`config.mk`:
```
export PLATFORM = sky130hd
export DESIGN_NAME = auth_driver_port
export DESIGN_NICKNAME = d
export VERILOG_FILES = /design/src/rtl/auth_driver_port_pkg.sv /design/src/rtl/auth_driver_port_picker.sv /design/src/rtl/auth_driver_port.sv
export SDC_FILE = /design/constraint.sdc
export NUM_CORES = 1
export LEC_CHECK = 0
export CORE_ASPECT_RATIO = 0.7
export CORE_MARGIN = 2
export CORE_UTILIZATION = 35
export CTS_CLUSTER_DIAMETER = 40
export DETAILED_ROUTE_END_ITERATION = 10
export HOLD_SLACK_MARGIN = 0.12
export PLACE_DENSITY_LB_ADDON = 0.08
export SYNTH_ARGS = -nofsm -noshare
export SYNTH_HDL_FRONTEND = slang
export SYNTH_SLANG_ARGS = --single-unit
export TNS_END_PERCENT = 1
```
`constraint.sdc`:
```
create_clock -name clk -period 2.8 [get_ports clk]
set_clock_uncertainty 0.15 [all_clocks]
set_input_delay 0.84 -clock clk [delete_from_list [all_inputs] [get_ports clk]]
set_output_delay 0.84 -clock clk [all_outputs]
set_load 0.005 [all_outputs]
```
`src/rtl/auth_driver_port_pkg.sv`:
```
// Shared types and constants for the PD/DEBUG driver authentication port.
// Holds the FSM encoding, slot/source codes and the lowest-slot scan helper.
package auth_driver_port_pkg;

    typedef enum logic [2:0] {
        ST_IDLE      = 3'd0,
        ST_FETCH     = 3'd1,
        ST_ISSUE     = 3'd2,
        ST_WAIT_RESP = 3'd3,
        ST_SEND      = 3'd4,
        ST_ERASE     = 3'd5
    } state_t;

    localparam logic [1:0] REQ_NONE        = 2'b00;
    localparam logic       SRC_PD          = 1'b0;
    localparam logic       SRC_DEBUG       = 1'b1;
    localparam int         ACK_TIMEOUT_DEF = 1024;
    localparam int         MSG_LEN_DEF     = 32;

    // Returns {hit, slot} for the lowest-index non-empty 2-bit slot of a bitmap.
    function automatic logic [2:0] first_slot(input logic [7:0] bm);
        logic [2:0] res;
        res = 3'b000;
        for (int i = 3; i >= 0; i--) begin
            if (bm[2*i +: 2] != REQ_NONE) begin
                res = {1'b1, 2'(i)};
            end
        end
        return res;
    endfunction

endpackage

```
`src/rtl/auth_driver_port_picker.sv`:
```
// Combinational request picker: lowest pending slot per source, round-robin
// between PD and DEBUG when both have work.
module auth_req_picker
    import auth_driver_port_pkg::*;
(
    input  logic [7:0] pend_pd_i,
    input  logic [7:0] pend_dbg_i,
    input  logic       rr_last_i,
    output logic       hit_o,
    output logic       src_o,
    output logic [1:0] slot_o,
    output logic [1:0] code_o
);

    logic [2:0] pd_sel;
    logic [2:0] dbg_sel;
    logic       src_c;
    logic [1:0] slot_c;
    logic [7:0] bm_c;

    assign pd_sel  = first_slot(pend_pd_i);
    assign dbg_sel = first_slot(pend_dbg_i);

    always_comb begin
        src_c  = SRC_PD;
        slot_c = pd_sel[1:0];
        bm_c   = pend_pd_i;
        // Both pending: serve whichever source did not go last.
        if (pd_sel[2] && dbg_sel[2]) begin
            src_c = ~rr_last_i;
        end else if (dbg_sel[2]) begin
            src_c = SRC_DEBUG;
        end
        if (src_c == SRC_DEBUG) begin
            slot_c = dbg_sel[1:0];
            bm_c   = pend_dbg_i;
        end
    end

    assign hit_o  = pd_sel[2] | dbg_sel[2];
    assign src_o  = src_c;
    assign slot_o = slot_c;
    assign code_o = 2'(bm_c >> {slot_c, 1'b0});

endmodule

```
`src/rtl/auth_driver_port.sv`:
```
// Controller-side endpoint of the PD/DEBUG authentication interface: accepts a
// pending slot, fetches its message, runs it through the engine, returns the reply, erases the slot.
module auth_driver_port
    import auth_driver_port_pkg::*;
#(
    parameter int MSG_LEN     = MSG_LEN_DEF,
    parameter int ACK_TIMEOUT = ACK_TIMEOUT_DEF
) (
    input  logic               clk,
    input  logic               reset,
    input  logic               resp_req_in,
    output logic               resp_req_out,
    input  logic [7:0]         pending_auth_request_PD,
    input  logic [7:0]         pending_auth_request_DEBUG,
    output logic               PD_ready,
    output logic               DEBUG_ready,
    input  logic               PD_msg_ready,
    input  logic               DEBUG_msg_ready,
    input  logic [MSG_LEN-1:0] auth_msg_in,
    output logic [MSG_LEN-1:0] auth_msg_out,
    output logic               auth_msg_ready,
    input  logic               Ack_in_driver,
    output logic               pending_auth_request_PD_erase,
    output logic               pending_auth_request_DEBUG_erase,
    output logic [1:0]         erase_slot,
    output logic               eng_req_valid,
    input  logic               eng_req_ready,
    output logic               eng_req_src,
    output logic [1:0]         eng_req_code,
    output logic [1:0]         eng_req_slot,
    output logic [MSG_LEN-1:0] eng_req_msg,
    input  logic               eng_resp_valid,
    input  logic [MSG_LEN-1:0] eng_resp_msg,
    output logic               err_timeout
);

    localparam logic [15:0] TMR_LAST = 16'(ACK_TIMEOUT - 1);

    state_t             state_q;
    logic [15:0]        timer_q;
    logic               rr_last_q;
    logic               src_q;
    logic [1:0]         slot_q;
    logic [1:0]         code_q;
    logic [MSG_LEN-1:0] req_msg_q;
    logic [MSG_LEN-1:0] resp_msg_q;
    logic               resp_req_out_q;
    logic               pd_ready_q;
    logic               dbg_ready_q;
    logic               eng_req_valid_q;
    logic               auth_msg_ready_q;
    logic               pd_erase_q;
    logic               dbg_erase_q;
    logic [1:0]         erase_slot_q;
    logic               err_timeout_q;

    logic               pick_hit;
    logic               pick_src;
    logic [1:0]         pick_slot;
    logic [1:0]         pick_code;
    logic               adv_d;
    logic               timed_d;

    auth_req_picker u_picker (
        .pend_pd_i  (pending_auth_request_PD),
        .pend_dbg_i (pending_auth_request_DEBUG),
        .rr_last_i  (rr_last_q),
        .hit_o      (pick_hit),
        .src_o      (pick_src),
        .slot_o     (pick_slot),
        .code_o     (pick_code)
    );

    // Handshake that moves the current waiting state forward.
    always_comb begin
        adv_d   = 1'b0;
        timed_d = 1'b1;
        case (state_q)
            ST_FETCH:     adv_d = (src_q == SRC_DEBUG) ? DEBUG_msg_ready : PD_msg_ready;
            ST_ISSUE:     adv_d = eng_req_ready;
            ST_WAIT_RESP: adv_d = eng_resp_valid;
            ST_SEND:      adv_d = Ack_in_driver;
            default:      timed_d = 1'b0;
        endcase
    end

    always_ff @(posedge clk or negedge reset) begin
        if (!reset) begin
            state_q          <= ST_IDLE;
            timer_q          <= '0;
            rr_last_q        <= SRC_DEBUG;
            src_q            <= SRC_PD;
            slot_q           <= '0;
            code_q           <= '0;
            req_msg_q        <= '0;
            resp_msg_q       <= '0;
            resp_req_out_q   <= 1'b0;
            pd_ready_q       <= 1'b0;
            dbg_ready_q      <= 1'b0;
            eng_req_valid_q  <= 1'b0;
            auth_msg_ready_q <= 1'b0;
            pd_erase_q       <= 1'b0;
            dbg_erase_q      <= 1'b0;
            erase_slot_q     <= '0;
            err_timeout_q    <= 1'b0;
        end else begin
            resp_req_out_q <= 1'b0;
            err_timeout_q  <= 1'b0;
            pd_erase_q     <= 1'b0;
            dbg_erase_q    <= 1'b0;
            erase_slot_q   <= '0;
            timer_q        <= '0;
            if (timed_d && !adv_d && timer_q == TMR_LAST) begin
                // Abort: no erase, but still rotate so the other source gets a turn.
                pd_ready_q       <= 1'b0;
                dbg_ready_q      <= 1'b0;
                eng_req_valid_q  <= 1'b0;
                auth_msg_ready_q <= 1'b0;
                err_timeout_q    <= 1'b1;
                rr_last_q        <= src_q;
                state_q          <= ST_IDLE;
            end else if (timed_d && !adv_d) begin
                timer_q <= timer_q + 16'd1;
            end else begin
                unique case (state_q)
                    ST_IDLE: begin
                        if (resp_req_in && pick_hit) begin
                            resp_req_out_q <= 1'b1;
                            src_q          <= pick_src;
                            slot_q         <= pick_slot;
                            code_q         <= pick_code;
                            pd_ready_q     <= (pick_src == SRC_PD);
                            dbg_ready_q    <= (pick_src == SRC_DEBUG);
                            state_q        <= ST_FETCH;
                        end
                    end
                    ST_FETCH: begin
                        req_msg_q       <= auth_msg_in;
                        pd_ready_q      <= 1'b0;
                        dbg_ready_q     <= 1'b0;
                        eng_req_valid_q <= 1'b1;
                        state_q         <= ST_ISSUE;
                    end
                    ST_ISSUE: begin
                        eng_req_valid_q <= 1'b0;
                        state_q         <= ST_WAIT_RESP;
                    end
                    ST_WAIT_RESP: begin
                        resp_msg_q       <= eng_resp_msg;
                        auth_msg_ready_q <= 1'b1;
                        state_q          <= ST_SEND;
                    end
                    ST_SEND: begin
                        auth_msg_ready_q <= 1'b0;
                        pd_erase_q       <= (src_q == SRC_PD);
                        dbg_erase_q      <= (src_q == SRC_DEBUG);
                        erase_slot_q     <= slot_q;
                        state_q          <= ST_ERASE;
                    end
                    ST_ERASE: begin
                        rr_last_q <= src_q;
                        state_q   <= ST_IDLE;
                    end
                    default: state_q <= ST_IDLE;
                endcase
            end
        end
    end

    assign resp_req_out                     = resp_req_out_q;
    assign PD_ready                         = pd_ready_q;
    assign DEBUG_ready                      = dbg_ready_q;
    assign auth_msg_out                     = resp_msg_q;
    assign auth_msg_ready                   = auth_msg_ready_q;
    assign pending_auth_request_PD_erase    = pd_erase_q;
    assign pending_auth_request_DEBUG_erase = dbg_erase_q;
    assign erase_slot                       = erase_slot_q;
    assign eng_req_valid                    = eng_req_valid_q;
    assign eng_req_src                      = src_q;
    assign eng_req_code                     = code_q;
    assign eng_req_slot                     = slot_q;
    assign eng_req_msg                      = req_msg_q;
    assign err_timeout                      = err_timeout_q;

endmodule

```
# --- Word-level counts from Yosys, hierarchy flattened ---
# Index checks and enable logic that the tools add are counted.
totals:
  ff_bits: 99
  wordCells: 112
  in_bits: 88
op_classes:
  n_eq_ne: 8
  shifts: 1
  n_reduce_logical: 27
  n_bitwise: 6
  muxes: 52
  add_sub_neg: 1
op_table:
  columns: ["cell", "n"]
  rows:
  - ["2-to-1 mux 3 bit", 11]
  - ["2-to-1 mux 16 bit", 2]
  - ["2-to-1 mux 1 bit", 28]
  - ["nonzero test 2 bit", 9]
  - ["adder 16 x 1 -> 16 bit, second input constant", 1]
  - ["equality test 16 x 10 -> 1 bit, second input constant", 1]
  - ["case mux 3 bit (5 select lines)", 1]
  - ["AND reduction 3 bit", 3]
  - ["nonzero test 3 bit", 3]
  - ["2-to-1 mux 2 bit", 4]
  - ["2-to-1 mux 8 bit", 1]
  - ["case mux 1 bit (2 select lines)", 4]
  - ["AND reduction 2 bit", 4]
  - [">> shifter 8 x 3 -> 2 bit", 1]
  - ["equality test 3 x 2 -> 1 bit, second input constant", 2]
  - ["equality test 3 bit, second input constant", 2]
  - ["inverter 1 bit", 5]
  - ["logical AND 1 bit", 4]
  - ["case mux 1 bit (4 select lines)", 1]
  - ["AND reduction 4 bit", 1]
  - ["OR reduction 4 bit", 1]
  - ["equality test 3 x 1 -> 1 bit, second input constant", 1]
  - ["zero test 3 bit", 1]
  - ["inequality test 3 bit, second input constant", 1]
  - ["other kinds (3)", 3]

# --- Logic depth before layout (Yosys ltp) ---
logic_depth:
  ltp_word: 12
  mapped_depth: 8

# --- By module ---
# Synthesis repeated with hierarchy kept, for this count alone.
unflattened:
  cells_unflattened: 339
  area_unflattened_um2: 4409.2
by_module_without_submodules:
  columns: ["mod", "cells_each", "instances", "seq_area_each_um2", "area_per_inst_um2"]
  rows:
  - ["auth_driver_port", 297, 1, 2478.6, 4103.9]
  - ["auth_req_picker", 42, 1, 0.0, 305.3]

# --- Worst setup path before layout ---
# Ideal clock, no wire load.
synth_timing:
  kind: "input port to flip-flop"
  start: "input pending_auth_request_PD[0]"
  end: "register code_q[1] (netlist: eng_req_code[1])"
  setup_slack_ns: 0.285
  n_path_buf: 0
  required_ns: 2.577
  arrival_ns: 2.292
  setup_ns: 0.073
  stages: 6
  cell_sequence: "or4_4 o21a_4 o211ai_2 o21ai_1 a221o_1 a21oi_2"
synth_via:
  elab_chain_len: 6
  word_cells_on_any_way: 10
  classes_between: "shift (1); mux (4); bitwise (1); reduce/logical (4)"
synth_rtl:
  columns: ["element", "line_no", "rtl"]
  rows:
  - ["from (decl)", "auth_driver_port.sv:13", "input logic [7:0] pending_auth_request_PD,"]
  - ["nonzero test 2 bit *", "auth_driver_port_pkg.sv:25", "if (bm[2*i +: 2] != REQ_NONE) begin"]
  - ["2-to-1 mux 3 bit *", "auth_driver_port_pkg.sv:25", null]
  - ["logical AND 1 bit", "auth_driver_port_picker.sv:29", "if (pd_sel[2] && dbg_sel[2]) begin"]
  - ["2-to-1 mux 1 bit", "auth_driver_port_picker.sv:29", null]
  - ["2-to-1 mux 8 bit / 2-to-1 mux 2 bit (equally long branches)", "auth_driver_port_picker.sv:34", "if (src_c == SRC_DEBUG) begin"]
  - [">> shifter 8 x 3 -> 2 bit", "auth_driver_port_picker.sv:43", "assign code_o = 2'(bm_c >> {slot_c, 1'b0});"]
  - ["to (signal assigned)", "auth_driver_port.sv:131", "code_q <= pick_code;"]
  - ["to (decl)", "auth_driver_port.sv:44", "logic [1:0] code_q;"]
# Every way passes the cells marked *; elsewhere a longest branch is shown, timed or not.
# A chain may end at the register's enable or synchronous reset.

# --- Final worst setup path ---
layout_timing:
  start: "input pending_auth_request_PD[0]"
  end: "register code_q[0] (netlist: eng_req_code[0])"
layout_via:
  elab_chain_len: 6
  word_cells_on_any_way: 10
  classes_between: "shift (1); mux (4); bitwise (1); reduce/logical (4)"
layout_rtl:
  columns: ["element", "line_no"]
  rows:
  - ["nonzero test 2 bit", "auth_driver_port_pkg.sv:25"]
  - ["2-to-1 mux 3 bit", "auth_driver_port_pkg.sv:25"]
  - ["logical AND 1 bit", "auth_driver_port_picker.sv:29"]
  - ["2-to-1 mux 1 bit", "auth_driver_port_picker.sv:29"]
  - ["2-to-1 mux 8 bit / 2-to-1 mux 2 bit (equally long branches)", "auth_driver_port_picker.sv:34"]
  - [">> shifter 8 x 3 -> 2 bit", "auth_driver_port_picker.sv:43"]
# Parallel ways exist; a longest one is shown, timed or not.

==> reports/results.txt <==
CP Data Required Time: 2.87 ns
FF+latch count, synth: 99
GR Overflow Total: 0
routed len/inst: 15.5 um
ratio of cells with drive above 1 in the final layout: 25.7%
share of the synthesized area in the top cell type: 57.5%
Syn Inst Count: 334
FFs w/ async S/R, synth: 100%
Fmax: 363 MHz
Slew @ Worst Pin: 0.534 ns
FILL cells: 1010
Post-synth EDFFs: 0
Post-DP HPWL: 8.13 mm
NumNets Final: 629
PD cells: 948 nW/um2
clock period minus worst slack: 2.76 ns
final worst setup slack: 0.0439 ns
Tcrit/Tclk final: 98.4%
RSZ-0062 raised after global routing: false
clock slew at reported path FFs: 0.06 ns
gr usage total: 16.7%
Detail Route Antenna Nets: 0
post-synthesis sequential area ratio: 58.1%
die width: 136 um
vias in the first global route: 3350
average via count per standard cell: 4.76
# DRC: 0
FP Rows: 33
top post-synthesis cells by area: dfrtp_1, mux2_2, nor2_1, xor2_1, nand2_1
ant diodes: 0
Max clock buf depth: 2
CTS HTree Levels: 3
Syn. warnings: 0
hold slack final: 0.354 ns
first-pass GRT wire length: 17.0 mm
drt first pass iters: 4
P_leak: 0.00293 uW
Core ar.: 11800 um2
gpl congestion: 0.826
most frequent cell after synthesis: dfrtp_1
largest net degree at the start of global routing: 100
status: complete, no violations
Die Y: 96.4 um
Port-buffer cells: 166
number of max-cap violations: 0
CP max FO: 6
worst skew pair latency: 0.33 ns
1st-iter DRT viols: 170
Layout Utilization: 57.0%
Post-synth top cells: dfrtp_1, mux2_2, nor2_1, nand2_1, nand3_1
critical path class: input port to flop
Rel. slew slack: 64.4%
kind of launch point of the worst setup path: input port
crit end category: flop
Total Wirelength: 10.9 mm
post-route setup TNS: 0 ns
Post-Syn Nets: 423
CTS buffer count: 9
CTS tree: built
via count: 3338
I/O pins: 167
CTS Root Cell: clkbuf_16
Crit path arrival time: 2.82 ns
# setup viols final: 0
starting density of the core: 36.1%
synthesized area per cell: 12.8 um2
final hold violation count: 0
leading area contributor after synthesis: dfrtp_1
# clock sinks: 99
Slew Viols, Final: 0
Post-Layout Cell Count: 701
hold crit path type: flop to flop
most used flip-flop cell after synthesis: dfrtp_1
Cell Area, Synth: 4270 um2
Inst Count DP: 685
worst vdd ir: 0.000393 V
initial antenna violation count: 0
synth-to-layout area growth: 57.9%
die area: 13100 um2
Yosys cell types: 53
pre-CTS WS: -0.337 ns
-- per-stage QoR --
step / instance area [um2] / total power (uW)
final: 6730 / 6380
after global routing: 6730 / 6810
after CTS: 6710 / 6470
after detailed placement: 6400 / 5160
after global placement: 6400 / 5100
after floorplan: 4270 / 3500
-- worst max-delay path: stages --
cell	delay [ns]
clkdlybuf4s50_1	0.42
or4_4	0.59
o21a_4	0.27
nor2_2	0.23
o22ai_1	0.13
a311oi_1	0.24
o31ai_1	0.11
-- layer usage --
metal	GRT usage, %	part of all wire, %
met4	3.91	0.72
met1	22.5	46
met2	26.2	45
met5	0	0
met3	5.69	7.5
-- final timing paths --
check | startpoint | end | slack [ns] | cells after the start
min reg2reg | auth_msg_out[11] | auth_msg_out[11] | 0.35 | 1
max in group asynchronous | reset | timer_q[5] | 1.69 | 2
max | pending_auth_request_PD[0] | eng_req_code[0] | 0.04 | 7
min | auth_msg_out[11] | auth_msg_out[11] | 0.35 | 1
min in group asynchronous | reset | erase_slot[0] | 0.40 | 2
max reg2reg | state_q[0] | DEBUG_ready | 0.59 | 8
-- timing repair --
action,4_1_cts,5_1_grt
endpoints found under the setup margin,0,7
setup buffers,0,1
resized for setup,0,4
hold buffers,0,0
hold endpoints to repair,0,0
-- registers in the layout, indices dropped and copies added, names as in the netlist, 2 cells and up --
name          cells
eng_req_code      2
eng_req_slot      2
state_q           3
eng_req_msg      32
erase_slot        2
timer_q          16
auth_msg_out     32
-- cell families after synthesis --
| group | Yosys count | synth area share [%] |
|---|---|---|
| mux | 66 | 17.4 |
| xor+xnor | 14 | 2.87 |
| simple gates | 90 | 11.4 |
| buf+inv | 20 | 1.97 |
| flops | 99 | 58.1 |
| compound gates | 44 | 8.01 |
| fa+ha+maj | 1 | 0.293 |
-- final cells by class --
| cell class | instances | area, um2 | share of cell area (%) |
|---|---|---|---|
| clock buffers | 10 | 229 | 3.40 |
| clock inverters | 5 | 78.8 | 1.17 |
| inverters | 10 | 37.5 | 0.557 |
| multi-input cells | 215 | 1720 | 25.5 |
| flip-flops and latches | 99 | 2480 | 36.8 |
| well taps | 157 | 196 | 2.92 |
| repair buffers | 205 | 1990 | 29.6 |
-- report_power, final --
group	leakage, uW	switching (uW)	internal, uW
logic	0.00155	971	1770
registers	0.00123	345	2020
clock network	0.000152	507	776
-- placed cells by master (no fill, tap or decap), types with 5 or more instances in the layout --
cell type,synthesis,routed
xnor2_1,5,5
nand2_1,18,18
a21oi_1,6,6
dfrtp_1,98,98
clkdlybuf4s50_1,0,163
nor2_1,31,29
buf_4,0,37
mux2_2,64,64
and2_1,5,5
nand3_1,11,11
clkbuf_16,0,9
and3_1,7,7
xor2_1,9,9
inv_1,6,6
o21ai_1,5,5
Note: power is estimated with default switching activity, not from simulation.
